<file path="src/rtl/jtopll_mmr.sv">
// jtopll_mmr: host bus front end for the OPLL register file.
// Captures address/data port writes, decodes the register map, and holds
// channel update strobes for one full slot round aligned to the zero pulse.
module jtopll_mmr #(
   parameter int ADDR_WAIT = 12,
   parameter int SLOTS     = 18
) (
   input  logic       clk,
   input  logic       rst_n,
   input  logic       cen,
   input  logic       cs_n,
   input  logic       wr_n,
   input  logic       addr,
   input  logic [7:0] din,
   input  logic       zero,
   output logic [7:0] dout,
   output logic [1:0] sel_group,
   output logic [2:0] sel_sub,
   output logic       up_fnumlo,
   output logic       up_fnumhi,
   output logic       up_inst,
   output logic       up_original,
   output logic       rhy_en,
   output logic [4:0] rhy_kon,
   output logic       busy
);

   localparam int BW = $clog2(ADDR_WAIT + 1);
   localparam int HW = $clog2(SLOTS + 1);

   typedef enum logic [1:0] {
      IDLE      = 2'd0,
      WAIT_ZERO = 2'd1,
      HOLD      = 2'd2
   } state_t;

   state_t          state_reg, state_next;
   logic            wr_prev_reg;
   logic [7:0]      addr_reg;
   logic [BW-1:0]   busy_cnt_reg;
   logic [HW-1:0]   hold_cnt_reg;
   logic [1:0]      kind_reg;       // 0 = fnum low, 1 = fnum high, 2 = inst/vol

   logic            wr_event;
   logic            addr_wr;
   logic            data_wr;
   logic [3:0]      ch;
   logic [3:0]      hi;
   logic            is_patch;
   logic            is_rhy;
   logic            is_chan;
   logic [1:0]      ch_group;
   logic [2:0]      ch_sub;
   logic [2:0]      strobe;

   // A write is the first cycle of an asserted cs_n/wr_n pair; holding it low gives one event.
   assign wr_event = ~cs_n & ~wr_n & ~wr_prev_reg;
   assign addr_wr  = wr_event & ~addr;
   // Data writes are only honoured while no channel update is pending.
   assign data_wr  = wr_event & addr & (state_reg == IDLE);

   assign ch       = addr_reg[3:0];
   assign hi       = addr_reg[7:4];
   assign is_patch = (addr_reg[7:3] == 5'd0);
   assign is_rhy   = (addr_reg == 8'h0E);
   assign is_chan  = ((hi == 4'd1) || (hi == 4'd2) || (hi == 4'd3)) && (ch <= 4'd8);

   // Split the channel number into group (ch/3) and subslot (ch%3).
   always_comb begin
      ch_group = 2'd0;
      ch_sub   = 3'd0;
      case (ch)
         4'd0: begin ch_group = 2'd0; ch_sub = 3'd0; end
         4'd1: begin ch_group = 2'd0; ch_sub = 3'd1; end
         4'd2: begin ch_group = 2'd0; ch_sub = 3'd2; end
         4'd3: begin ch_group = 2'd1; ch_sub = 3'd0; end
         4'd4: begin ch_group = 2'd1; ch_sub = 3'd1; end
         4'd5: begin ch_group = 2'd1; ch_sub = 3'd2; end
         4'd6: begin ch_group = 2'd2; ch_sub = 3'd0; end
         4'd7: begin ch_group = 2'd2; ch_sub = 3'd1; end
         4'd8: begin ch_group = 2'd2; ch_sub = 3'd2; end
         default: begin ch_group = 2'd0; ch_sub = 3'd0; end
      endcase
   end

   // Write edge detector and address latch.
   always_ff @(posedge clk or negedge rst_n) begin
      if (!rst_n) begin
         wr_prev_reg <= 1'b0;
         addr_reg    <= 8'd0;
      end else begin
         wr_prev_reg <= ~cs_n & ~wr_n;
         if (addr_wr)
            addr_reg <= din;
      end
   end

   // Address-port busy window: reload on every address write, count down on cen.
   always_ff @(posedge clk or negedge rst_n) begin
      if (!rst_n)
         busy_cnt_reg <= '0;
      else if (addr_wr)
         busy_cnt_reg <= BW'(ADDR_WAIT);
      else if (cen && (busy_cnt_reg != '0))
         busy_cnt_reg <= busy_cnt_reg - 1'b1;
   end

   // FSM state register.
   always_ff @(posedge clk or negedge rst_n) begin
      if (!rst_n)
         state_reg <= IDLE;
      else
         state_reg <= state_next;
   end

   // FSM next state: a zero pulse is only seen once WAIT_ZERO is entered, so a
   // zero coincident with the capture cycle is skipped.
   always_comb begin
      state_next = state_reg;
      case (state_reg)
         IDLE:      if (data_wr && is_chan)             state_next = WAIT_ZERO;
         WAIT_ZERO: if (cen && zero)                     state_next = HOLD;
         HOLD:      if (cen && (hold_cnt_reg == '0))     state_next = IDLE;
         default:                                        state_next = IDLE;
      endcase
   end

   // Hold counter: one full slot round of cen ticks once HOLD starts.
   always_ff @(posedge clk or negedge rst_n) begin
      if (!rst_n)
         hold_cnt_reg <= '0;
      else if ((state_reg == WAIT_ZERO) && (state_next == HOLD))
         hold_cnt_reg <= HW'(SLOTS - 1);
      else if ((state_reg == HOLD) && cen && (hold_cnt_reg != '0))
         hold_cnt_reg <= hold_cnt_reg - 1'b1;
   end

   // Data capture into the forwarded byte and selectors; patch writes pulse up_original.
   always_ff @(posedge clk or negedge rst_n) begin
      if (!rst_n) begin
         dout        <= 8'd0;
         sel_group   <= 2'd0;
         sel_sub     <= 3'd0;
         kind_reg    <= 2'd0;
         up_original <= 1'b0;
      end else begin
         up_original <= 1'b0;
         if (data_wr && is_patch) begin
            dout        <= din;
            sel_sub     <= addr_reg[2:0];
            up_original <= 1'b1;
         end else if (data_wr && is_chan) begin
            dout      <= din;
            sel_group <= ch_group;
            sel_sub   <= ch_sub;
            kind_reg  <= 2'(hi - 4'd1);
         end
      end
   end

   // Rhythm control register.
   always_ff @(posedge clk or negedge rst_n) begin
      if (!rst_n) begin
         rhy_en  <= 1'b0;
         rhy_kon <= 5'd0;
      end else if (data_wr && is_rhy) begin
         rhy_en  <= din[5];
         rhy_kon <= din[4:0];
      end
   end

   // One strobe per register kind, active for the whole HOLD window.
   genvar gi;
   generate
      for (gi = 0; gi < 3; gi++) begin : g_strobe
         assign strobe[gi] = (state_reg == HOLD) && (kind_reg == 2'(gi));
      end
   endgenerate

   assign up_fnumlo = strobe[0];
   assign up_fnumhi = strobe[1];
   assign up_inst   = strobe[2];

   assign busy = (busy_cnt_reg != '0) || (state_reg != IDLE);

endmodule

</file>
<file path="config.mk">
export PLATFORM = sky130hd
export DESIGN_NAME = jtopll_mmr
export DESIGN_NICKNAME = d
export VERILOG_FILES = /design/src/rtl/jtopll_mmr.sv
export SDC_FILE = /design/constraint.sdc
export NUM_CORES = 1
export LEC_CHECK = 0
export CORE_AREA = 2 2 80 82
export DETAILED_ROUTE_END_ITERATION = 6
export DIE_AREA = 0 0 82 84
export PLACE_DENSITY = 0.59
export SLEW_MARGIN = 20
export SYNTH_ARGS = -nofsm -noshare
export SYNTH_HDL_FRONTEND = slang
export SYNTH_SLANG_ARGS = --single-unit
</file>
<file path="constraint.sdc">
create_clock -name clk -period 2.05 [get_ports clk]
set_input_delay 0.41 -clock clk [delete_from_list [all_inputs] [get_ports clk]]
set_output_delay 0.41 -clock clk [all_outputs]
set_load 0.03 [all_outputs]
</file>
==> summary by stage, run 1 <==
Worst setup path
The classification of the worst setup path is reg -> out. The largest fanout on the critical path is 2. STA puts the critical path data arrival time at 1730 ps. On the worst path, the slowest cell contributes a delay of 380 ps. STA classifies the critical path startpoint as a flip-flop. STA puts the critical path data required time at 1640 ps. The critical path goes through inv_1 > ha_4 > or3b_4 > or3_1 > buf_6. For this design, the slowest cell found on the critical path is sky130_fd_sc_hd__dfrtp_1. The worst setup path is captured at an output pin.

Yosys
The sequential fraction of the synthesis area is 0.509. The total standard cell area after synthesis is 2060 µm². Counting flops and latches in the post-synthesis netlist gives 42.

Yosys mapped the design onto 39 distinct sky130hd cell types. Counting flops with a built-in enable in the synthesized netlist gives 0. The commonest register cell after synthesis is sky130_fd_sc_hd__dfrtp_1.

After synthesis, the share of flip-flops with an asynchronous set or reset is 1.00. The mean instance size in the synthesized netlist is 11.7 µm². Counting every net in the synthesized netlist gives 203. The synthesized instance count is 177. The Yosys warning count is 0.

STA
The clock period minus worst slack is 2140 ps. The number of endpoints failing setup at the final stage is 1. The largest clock skew in the final design is 7.76 ps. In this run the tightest slew margin relative to its limit is 0.688. The total count of hold-check failures in the final report is 0.

The achievable frequency is 467 MHz. Setup repair after global routing could not meet its margin everywhere. Across all setup checks in the final design, the least slack found is -91.6 ps. For the final routed database, the setup TNS stands at -91.6 ps.

The transition at the pin with the smallest max-transition slack is 469 ps. The final critical-path share of the clock period is 1.04. The number of slew-limit violations in the final report came to 0.

Floorplan
The die is 82 µm wide. The floorplan has 29 rows. The number of primary I/O pins is 39.

The initial utilization of the core area, before any placement, comes to 0.338. After floorplanning, the core was sized to cover 6100 µm². The area enclosed by the die boundary is 6890 µm².

Measured along the y axis, the die boundary spans 84 µm.

Placement
The quantity of I/O buffers inserted on ports is 38. At the end of routability-driven placement, the weighted congestion stood at 0.776. The HPWL after detailed placement is 3140 µm. The number of cells after detailed placement is 315.

Run
The tool flagged a number of max-cap violations equal to 0.

Route
In this run the remaining antenna-violating nets after routing total 0. For this run, design rule violations remaining after detail routing come to 0. The via count is 1532. The number of violations reported at the end of detailed-routing iteration 0 is 42. After detailed routing, the met2 layer carries 2100 µm of wire.

The first-pass iteration count of the detailed router is 3. The highest layer touched by signal routing is met4. The met3 wire length is 135 µm.

The routed design has 4230 µm of wire. In the routed layout, each cell is associated on average with a via count of 4.70. The post-detailed-route wirelength per cell is 13.0 µm. The detailed router put a total of 1960 µm of wire on met1.

Finish
The number of standard cells in the final layout excluding fillers is 326. At the end of the flow, the number of nets in the layout was 274. Of the cells placed in the final design, the portion with a size suffix greater than 1 is 0.305. The repair_antennas step left the layout with diodes totalling 0.

The filler cell count is 591. The area growth from synthesis to layout is 38.0%.

Global routing
The number of global-route vias before repair is 1618. The total congestion overflow after global routing is 0. The first-pass GRT wire length is 7230 µm.

For this run, the total global-route usage over all layers was measured as 0.136. The initial antenna violation count is 0. The largest net degree at the start of global routing is 22.

Power
The power density relative to cell area is 1120 nW/µm². Total power for the finished layout comes to 3180 µW. Across the VDD grid, the largest voltage drop is 0.000576 V.

Summed over all cells, the static leakage comes to 0.00134 µW.

Clock network
The buffer type at the clock tree root is sky130_fd_sc_hd__clkbuf_8. The total number of clock tree sinks is 42. The buffer depth of the longest clock path is 2. The number of clock buffers added by TritonCTS is 5. The clock latency reported for the late side of the worst-skew pair is 290 ps.

The number of hold-repair buffers added at the cts stage is 0. The clock edge transition at the registers on the reported setup and hold paths is 90 ps. TritonCTS built the clock tree.

The number of levels the H-tree was split into is 2.

Status
The flow ran to the end, but the final reports show violations. The checks that failed: setup timing.

Worst hold path
The class of the most critical hold timing path is in -> async.
critical path, delay by kind of cell, from the launching register on:
family | cells | cell delay (ps)
and+or+nand+nor | 2 | 690
adders and majority gates | 1 | 130
buffers and inverters | 2 | 240
DFF | 1 | 380
cell families after synthesis:
family / count (synthesis) / synth area share
adder cells (fa/ha/maj): 11 / 0.0667
AO/OA/AOI/OAI: 21 / 0.0716
multiplexers: 23 / 0.136
XOR/XNOR: 5 / 0.0212
buffers and inverters: 18 / 0.0382
AND/OR/NAND/NOR: 57 / 0.156
flip-flops: 42 / 0.509
through the flow:
stage / cell area, µm² / worst slack (ps) / utilization / hold WS [ps]
floorplan: 2060 / 117 / - / 114
global placement: 2710 / -292 / 0.444 / 400
detailed placement: 2710 / -317 / 0.444 / 401
CTS: 2810 / -131 / 0.461 / 72.5
global route: 2850 / -166 / 0.467 / 76.2
finish: 2850 / -91.6 / 0.467 / 55.8
cell usage after synthesis (2+ instances only):
cell | instances | area share
sky130_fd_sc_hd__mux2_4 | 7 | 0.051
sky130_fd_sc_hd__o21ai_0 | 7 | 0.017
sky130_fd_sc_hd__dfrtp_1 | 42 | 0.51
sky130_fd_sc_hd__mux2_2 | 13 | 0.071
sky130_fd_sc_hd__inv_1 | 14 | 0.025
sky130_fd_sc_hd__a31oi_1 | 3 | 0.0091
sky130_fd_sc_hd__or3_1 | 2 | 0.0061
sky130_fd_sc_hd__xnor2_1 | 2 | 0.0085
sky130_fd_sc_hd__ha_1 | 11 | 0.067
sky130_fd_sc_hd__a21oi_1 | 3 | 0.0073
sky130_fd_sc_hd__or2_2 | 2 | 0.0061
sky130_fd_sc_hd__nand3_1 | 6 | 0.015
sky130_fd_sc_hd__xor2_1 | 3 | 0.013
sky130_fd_sc_hd__nand2_1 | 13 | 0.024
sky130_fd_sc_hd__nor3b_1 | 2 | 0.0073
sky130_fd_sc_hd__buf_2 | 2 | 0.0049
sky130_fd_sc_hd__mux2i_1 | 3 | 0.015
sky130_fd_sc_hd__nor3_1 | 8 | 0.019
sky130_fd_sc_hd__a221oi_2 | 2 | 0.015
sky130_fd_sc_hd__nor2_1 | 10 | 0.018
sky130_fd_sc_hd__nand2b_1 | 4 | 0.012
per-layer routing:
| metal | global-route usage | vias up |
|---|---|---|
| li1 | - | 756 |
| met5 | 0 | - |
| met4 | 0.0409 | 0 |
| met1 | 0.177 | 754 |
| met2 | 0.218 | 20 |
| met3 | 0.0368 | 2 |
where the power goes:
part | internal, µW | switching, µW | total (µW)
sequential | 1080 | 181 | 1260
clock | 246 | 311 | 557
combinational | 693 | 664 | 1360
layout by cell type, fill, tap and decap left out, types with 2 or more instances in the layout:
master,instances
sky130_fd_sc_hd__clkdlybuf4s50_1,33
sky130_fd_sc_hd__nand3_1,6
sky130_fd_sc_hd__clkbuf_8,5
sky130_fd_sc_hd__nor3_1,8
sky130_fd_sc_hd__nand2b_1,4
sky130_fd_sc_hd__a31oi_1,3
sky130_fd_sc_hd__xnor2_1,2
sky130_fd_sc_hd__nand2_1,13
sky130_fd_sc_hd__dfrtp_1,42
sky130_fd_sc_hd__nor2_1,10
sky130_fd_sc_hd__mux2_2,13
sky130_fd_sc_hd__a221oi_2,2
sky130_fd_sc_hd__mux2i_1,3
sky130_fd_sc_hd__ha_1,10
sky130_fd_sc_hd__or3_1,2
sky130_fd_sc_hd__inv_1,13
sky130_fd_sc_hd__buf_4,31
sky130_fd_sc_hd__or2_2,2
sky130_fd_sc_hd__a21oi_1,3
sky130_fd_sc_hd__nor3b_1,2
sky130_fd_sc_hd__dlygate4sd2_1,2
sky130_fd_sc_hd__mux2_4,7
sky130_fd_sc_hd__o21ai_0,7
sky130_fd_sc_hd__xor2_1,3
timing repair:
item,in CTS,in global routing
setup endpoints to repair,11,9
hold endpoints to repair,0,0
pin swaps,0,1
gates resized for setup,11,3
buffers inserted,0,3
path summary, 6_finish.rpt:
path                                         to  slack (ps)  cells past startpoint       startpoint
worst max register to register     sel_group[0]         260                      7      addr_reg[1]
min in group clk                hold_cnt_reg[4]         500                      1  hold_cnt_reg[4]
max in group asynchronous           addr_reg[1]        1460                      2            rst_n
worst min-delay path                kind_reg[0]          60                      1            rst_n
worst min register to register  hold_cnt_reg[4]         500                      1  hold_cnt_reg[4]
worst max-delay path                       busy         -90                      5  busy_cnt_reg[1]
cell type report:
type                       instances  area [µm²]  share of cell area
sequential                        42        1050               0.369
multi-input combinational        117         956               0.336
timing repair buffer              68         597               0.210
tap                               77        96.3              0.0338
clock buffer                       5        68.8              0.0242
inverter                          14        52.6              0.0185
clock inverter                     3        25.0             0.00879
Power figures use the tool's default switching activity.
==> run 2: changes to the inputs <==
--- a/config.mk
+++ b/config.mk
@@ -5,10 +5,11 @@
 export SDC_FILE = /design/constraint.sdc
 export NUM_CORES = 1
 export LEC_CHECK = 0
-export CORE_AREA = 2 2 80 82
+export ABC_AREA = 1
+export CORE_AREA = 2 2 69 71
 export DETAILED_ROUTE_END_ITERATION = 6
-export DIE_AREA = 0 0 82 84
-export PLACE_DENSITY = 0.59
+export DIE_AREA = 0 0 71 73
+export PLACE_DENSITY = 0.8
 export SLEW_MARGIN = 20
 export SYNTH_ARGS = -nofsm -noshare
 export SYNTH_HDL_FRONTEND = slang
==> run 2 against run 1 <==
Largest power group is now registers. Register-to-register slack improved by 260 ps. The flow now finishes without violations. Hold slack improved by 22 ps. Clock skew fell by 2.8 ps. Clock-buffer cell count is 1 higher. Combinational power decreased by 13%. First-iteration DRC count up 24%. Core utilization up 16 points.
==> summary by stage, run 2 <==
Status
Run status: finished clean (was finished, violations left).

Yosys
The synthesized instance count is 261 (was 177). Main area contributors after synthesis: sky130_fd_sc_hd__dfrtp_1 46%, sky130_fd_sc_hd__nand2_1 12%, sky130_fd_sc_hd__ha_1 6.0% (was sky130_fd_sc_hd__dfrtp_1 51%, sky130_fd_sc_hd__mux2_2 7.1%, sky130_fd_sc_hd__ha_1 6.7%). The number of synthesized flops with an enable pin is 0 (unchanged). The mean instance size in the synthesized netlist is 8.75 µm² (was 11.7 µm²). Most instantiated cells after synthesis: 73 x sky130_fd_sc_hd__nand2_1, 42 x sky130_fd_sc_hd__dfrtp_1, 31 x sky130_fd_sc_hd__inv_1 (was 42 x sky130_fd_sc_hd__dfrtp_1, 14 x sky130_fd_sc_hd__inv_1, 13 x sky130_fd_sc_hd__mux2_2, 13 x sky130_fd_sc_hd__nand2_1, 11 x sky130_fd_sc_hd__ha_1). The Yosys warning count is 0 (unchanged). The most frequent cell after synthesis is sky130_fd_sc_hd__nand2_1 (was sky130_fd_sc_hd__dfrtp_1).

The top cell type by total area after synthesis is sky130_fd_sc_hd__dfrtp_1 (unchanged). The async set-or-reset flop fraction in the synthesized netlist is 1.00 (unchanged). The commonest register cell after synthesis is sky130_fd_sc_hd__dfrtp_1 (unchanged). The share of Yosys cell area claimed by the top area cell type is 0.460 (was 0.509).

The net count of the mapped netlist is 287 (was 203). The post-synthesis cell type count is 31 (was 39). The sequential fraction of the synthesis area is 0.460 (was 0.509).

The total standard cell area after synthesis is 2280 µm² (was 2060 µm²). The number of storage elements in the synthesis netlist is 42 (unchanged).

Route
The mean number of vias per cell was 4.99 (was 4.70). The first-pass iteration count of the detailed router was 4 (was 3). The remaining number of nets flagged by the antenna check after routing came to 0 (unchanged). The number of DRC violations after detailed routing is 0 (unchanged). The final wirelength is 4350 µm (was 4230 µm). The number of violations reported at the end of detailed-routing iteration 0 came to 52 (was 42). The post-detailed-route wirelength per cell came to 12.0 µm (was 13.0 µm). The via count is 1803 (was 1532).

Global routing
The aggregate global-route resource usage is 0.181 (was 0.136). The number of global-route vias before repair is 1647 (was 1618). The largest net degree at the start of global routing is 23 (was 22). The total congestion overflow after global routing is 0 (unchanged). The initial antenna violation count is 0 (unchanged).

The first-pass GRT wire length is 7310 µm (was 7230 µm).

Worst setup path
The worst reg2reg path depth came to 10 (was 7). The required time at the endpoint of the critical path came to 1640 ps (about the same). The arrival time reported for the critical path endpoint is 1490 ps (was 1730 ps). The terminus of the critical flop-to-flop path is dout[1] (was sel_group[0]). The slack of the worst reg-to-reg path is 520 ps (was 260 ps). The largest fanout on the critical path was 4 (was 2).

The endpoint class of the critical path was an output pin (unchanged). The classification of the worst setup path is reg -> out (unchanged). The kind of launch point of the worst setup path is a flip-flop (unchanged). The launch point of the worst reg-to-reg path is addr_reg[4] (was addr_reg[1]).

The critical path startpoint was state_reg[0] (was busy_cnt_reg[1]). The capture point of the critical path was up_inst (was busy).

Floorplan
The die extent in y is 73 µm (was 84 µm). The horizontal die dimension is 71 µm (was 82 µm). The total core area is 4540 µm² (was 6100 µm²).

The number of primary I/O pins was 39 (unchanged). The area enclosed by the die boundary is 5180 µm² (was 6890 µm²). The number of standard-cell rows in the floorplan is 25 (was 29). The initial cell density of the core is 0.504 (was 0.338).

Finish
The leading cell type in the layout, fill and taps excluded is sky130_fd_sc_hd__nand2_1 (was sky130_fd_sc_hd__dfrtp_1). Commonest cells after routing, fill and taps aside: 73 x sky130_fd_sc_hd__nand2_1, 42 x sky130_fd_sc_hd__dfrtp_1, 33 x sky130_fd_sc_hd__clkdlybuf4s50_1 (was 42 x sky130_fd_sc_hd__dfrtp_1, 33 x sky130_fd_sc_hd__clkdlybuf4s50_1, 31 x sky130_fd_sc_hd__buf_4). The total area of multi-input combinational cells is 1040 µm² (was 956 µm²). The number of standard cells in the final layout excluding fillers is 361 (was 326).

The filler cell count is 376 (was 591). The total area of sequential cells is 1050 µm² (unchanged). The share of cells above drive strength 1 is 0.153 (was 0.305).

The area growth from synthesis to layout is 24.0% (was 38.0%). The number of diodes was 0 (unchanged). The number of nets in the layout is 332 (was 274).

STA
The worst hold slack is 77.5 ps (was 55.8 ps). The total count of hold-check failures in the final report is 0 (unchanged). The clock period minus worst slack came to 1900 ps (was 2140 ps). The achievable frequency is 526 MHz (was 467 MHz). RSZ-0062 raised after global routing: false (was true).

The headroom to the max-slew limit is 0.653 (was 0.688). The post-route setup TNS came to 0 ps (was -91.6 ps). The final critical-path share of the clock period is 0.927 (was 1.04).

The transition at the pin with the smallest max-transition slack is 521 ps (was 469 ps). The number of slew-limit violations in the final report is 0 (unchanged). The number of endpoints failing setup at the final stage is 0 (was 1). The final worst setup slack was 150 ps (was -91.6 ps). The largest clock skew in the final design is 4.94 ps (was 7.76 ps).

Clock network
The buffer type at the clock tree root is sky130_fd_sc_hd__clkbuf_8 (unchanged). The number of levels the H-tree was split into is 2 (unchanged). The number of hold-repair buffers added at the cts stage is 0 (unchanged).

The CTS tree is yes (unchanged). The clock edge transition at the registers on the reported setup and hold paths was 80 ps (was 90 ps). The buffer depth of the longest clock path is 2 (unchanged). The total number of clock tree sinks is 42 (unchanged). The buffer count from post-CTS setup fixing is 0 (unchanged). The clock latency reported for the late side of the worst-skew pair is 300 ps (was 290 ps).

The number of buffers inserted during clock tree synthesis is 5 (unchanged).

Power
The sum of internal, switching and leakage power is 2960 µW (was 3180 µW). The leakage power summed over all cells is 0.00145 µW (was 0.00134 µW). The power density relative to cell area is 1050 nW/µm² (was 1120 nW/µm²). The peak supply drop is 0.000632 V (was 0.000576 V).

Worst hold path
The class of the most critical hold timing path is in -> async (unchanged).

Placement
The quantity of I/O buffers inserted on ports came to 38 (unchanged). The pre-CTS setup slack came to 160 ps (was -317 ps). The last weighted congestion value of the routability-driven placer is 0.788 (was 0.776). The number of cells after detailed placement was 353 (was 315).

The final HPWL from detailed placement was 3300 µm (was 3140 µm).

Run
The number of max-cap violations came to 0 (unchanged).
==> run 2: cell families after synthesis <==
| logic type | count (synthesis) | synth area share |
|---|---|---|
| DFF | 42 | 0.460 |
| adders and majority gates | 11 | 0.0602 |
| buffers and inverters | 41 | 0.0827 |
| AOI/OAI and AO/OA | 24 | 0.0630 |
| and+or+nand+nor | 139 | 0.318 |
| xor gates and xnor gates | 3 | 0.0115 |
| muxes | 1 | 0.00493 |
==> run 2: cell type report <==
| cell class | instances | area share |
|---|---|---|
| tap | 54 | 0.0238 |
| clock inverter | 2 | 0.00442 |
| multi-input combinational | 178 | 0.369 |
| clock buffer | 6 | 0.0291 |
| timing repair buffer | 45 | 0.157 |
| inverter | 34 | 0.0459 |
| sequential | 42 | 0.371 |
==> run 2: worst min path at each step <==
stage / start / endpoint / slack, ps
floorplan: rst_n / addr_reg[0] / 110
global placement: rst_n / dout[4] / 410
detailed placement: rst_n / dout[5] / 410
CTS: rst_n / rhy_kon[0] / 90
global route: rst_n / addr_reg[6] / 100
finish: rst_n / addr_reg[6] / 80
==> run 2: report_power, final <==
group / internal (µW) / switching, µW / total, µW
registers: 1050 / 169 / 1220
clock network: 271 / 292 / 563
logic: 481 / 700 / 1180
total: 1800 / 1160 / 2960
==> run 2: timing repair <==
action,CTS,global route
resized for setup,4,4
pin swaps,0,0
endpoints found under the setup margin,4,2
==> run 2: critical path, cell delays in order (launching register included) <==
cell and delay (ps):
sky130_fd_sc_hd__dfrtp_1 420, sky130_fd_sc_hd__nor2_1 170, sky130_fd_sc_hd__inv_1 90, sky130_fd_sc_hd__nor3_1 130, sky130_fd_sc_hd__clkdlybuf4s15_1 380
==> run 2: stage by stage <==
stage,area [µm²],util
6_report,2830,0.625
2_1_floorplan,2280,-
5_1_grt,2830,0.625
3_5_place_dp,2750,0.606
3_3_place_gp,2750,0.606
4_1_cts,2840,0.625
==> run 2: metal layers <==
layer / wire, µm / GRT usage / part of all wire / vias up
met3: 212 / 0.0539 / 0.049 / 7
met5: 0 / 0 / 0 / -
li1: - / - / - / 919
met2: 2070 / 0.294 / 0.48 / 36
met1: 2000 / 0.231 / 0.46 / 841
met4: 63 / 0.0629 / 0.014 / 0
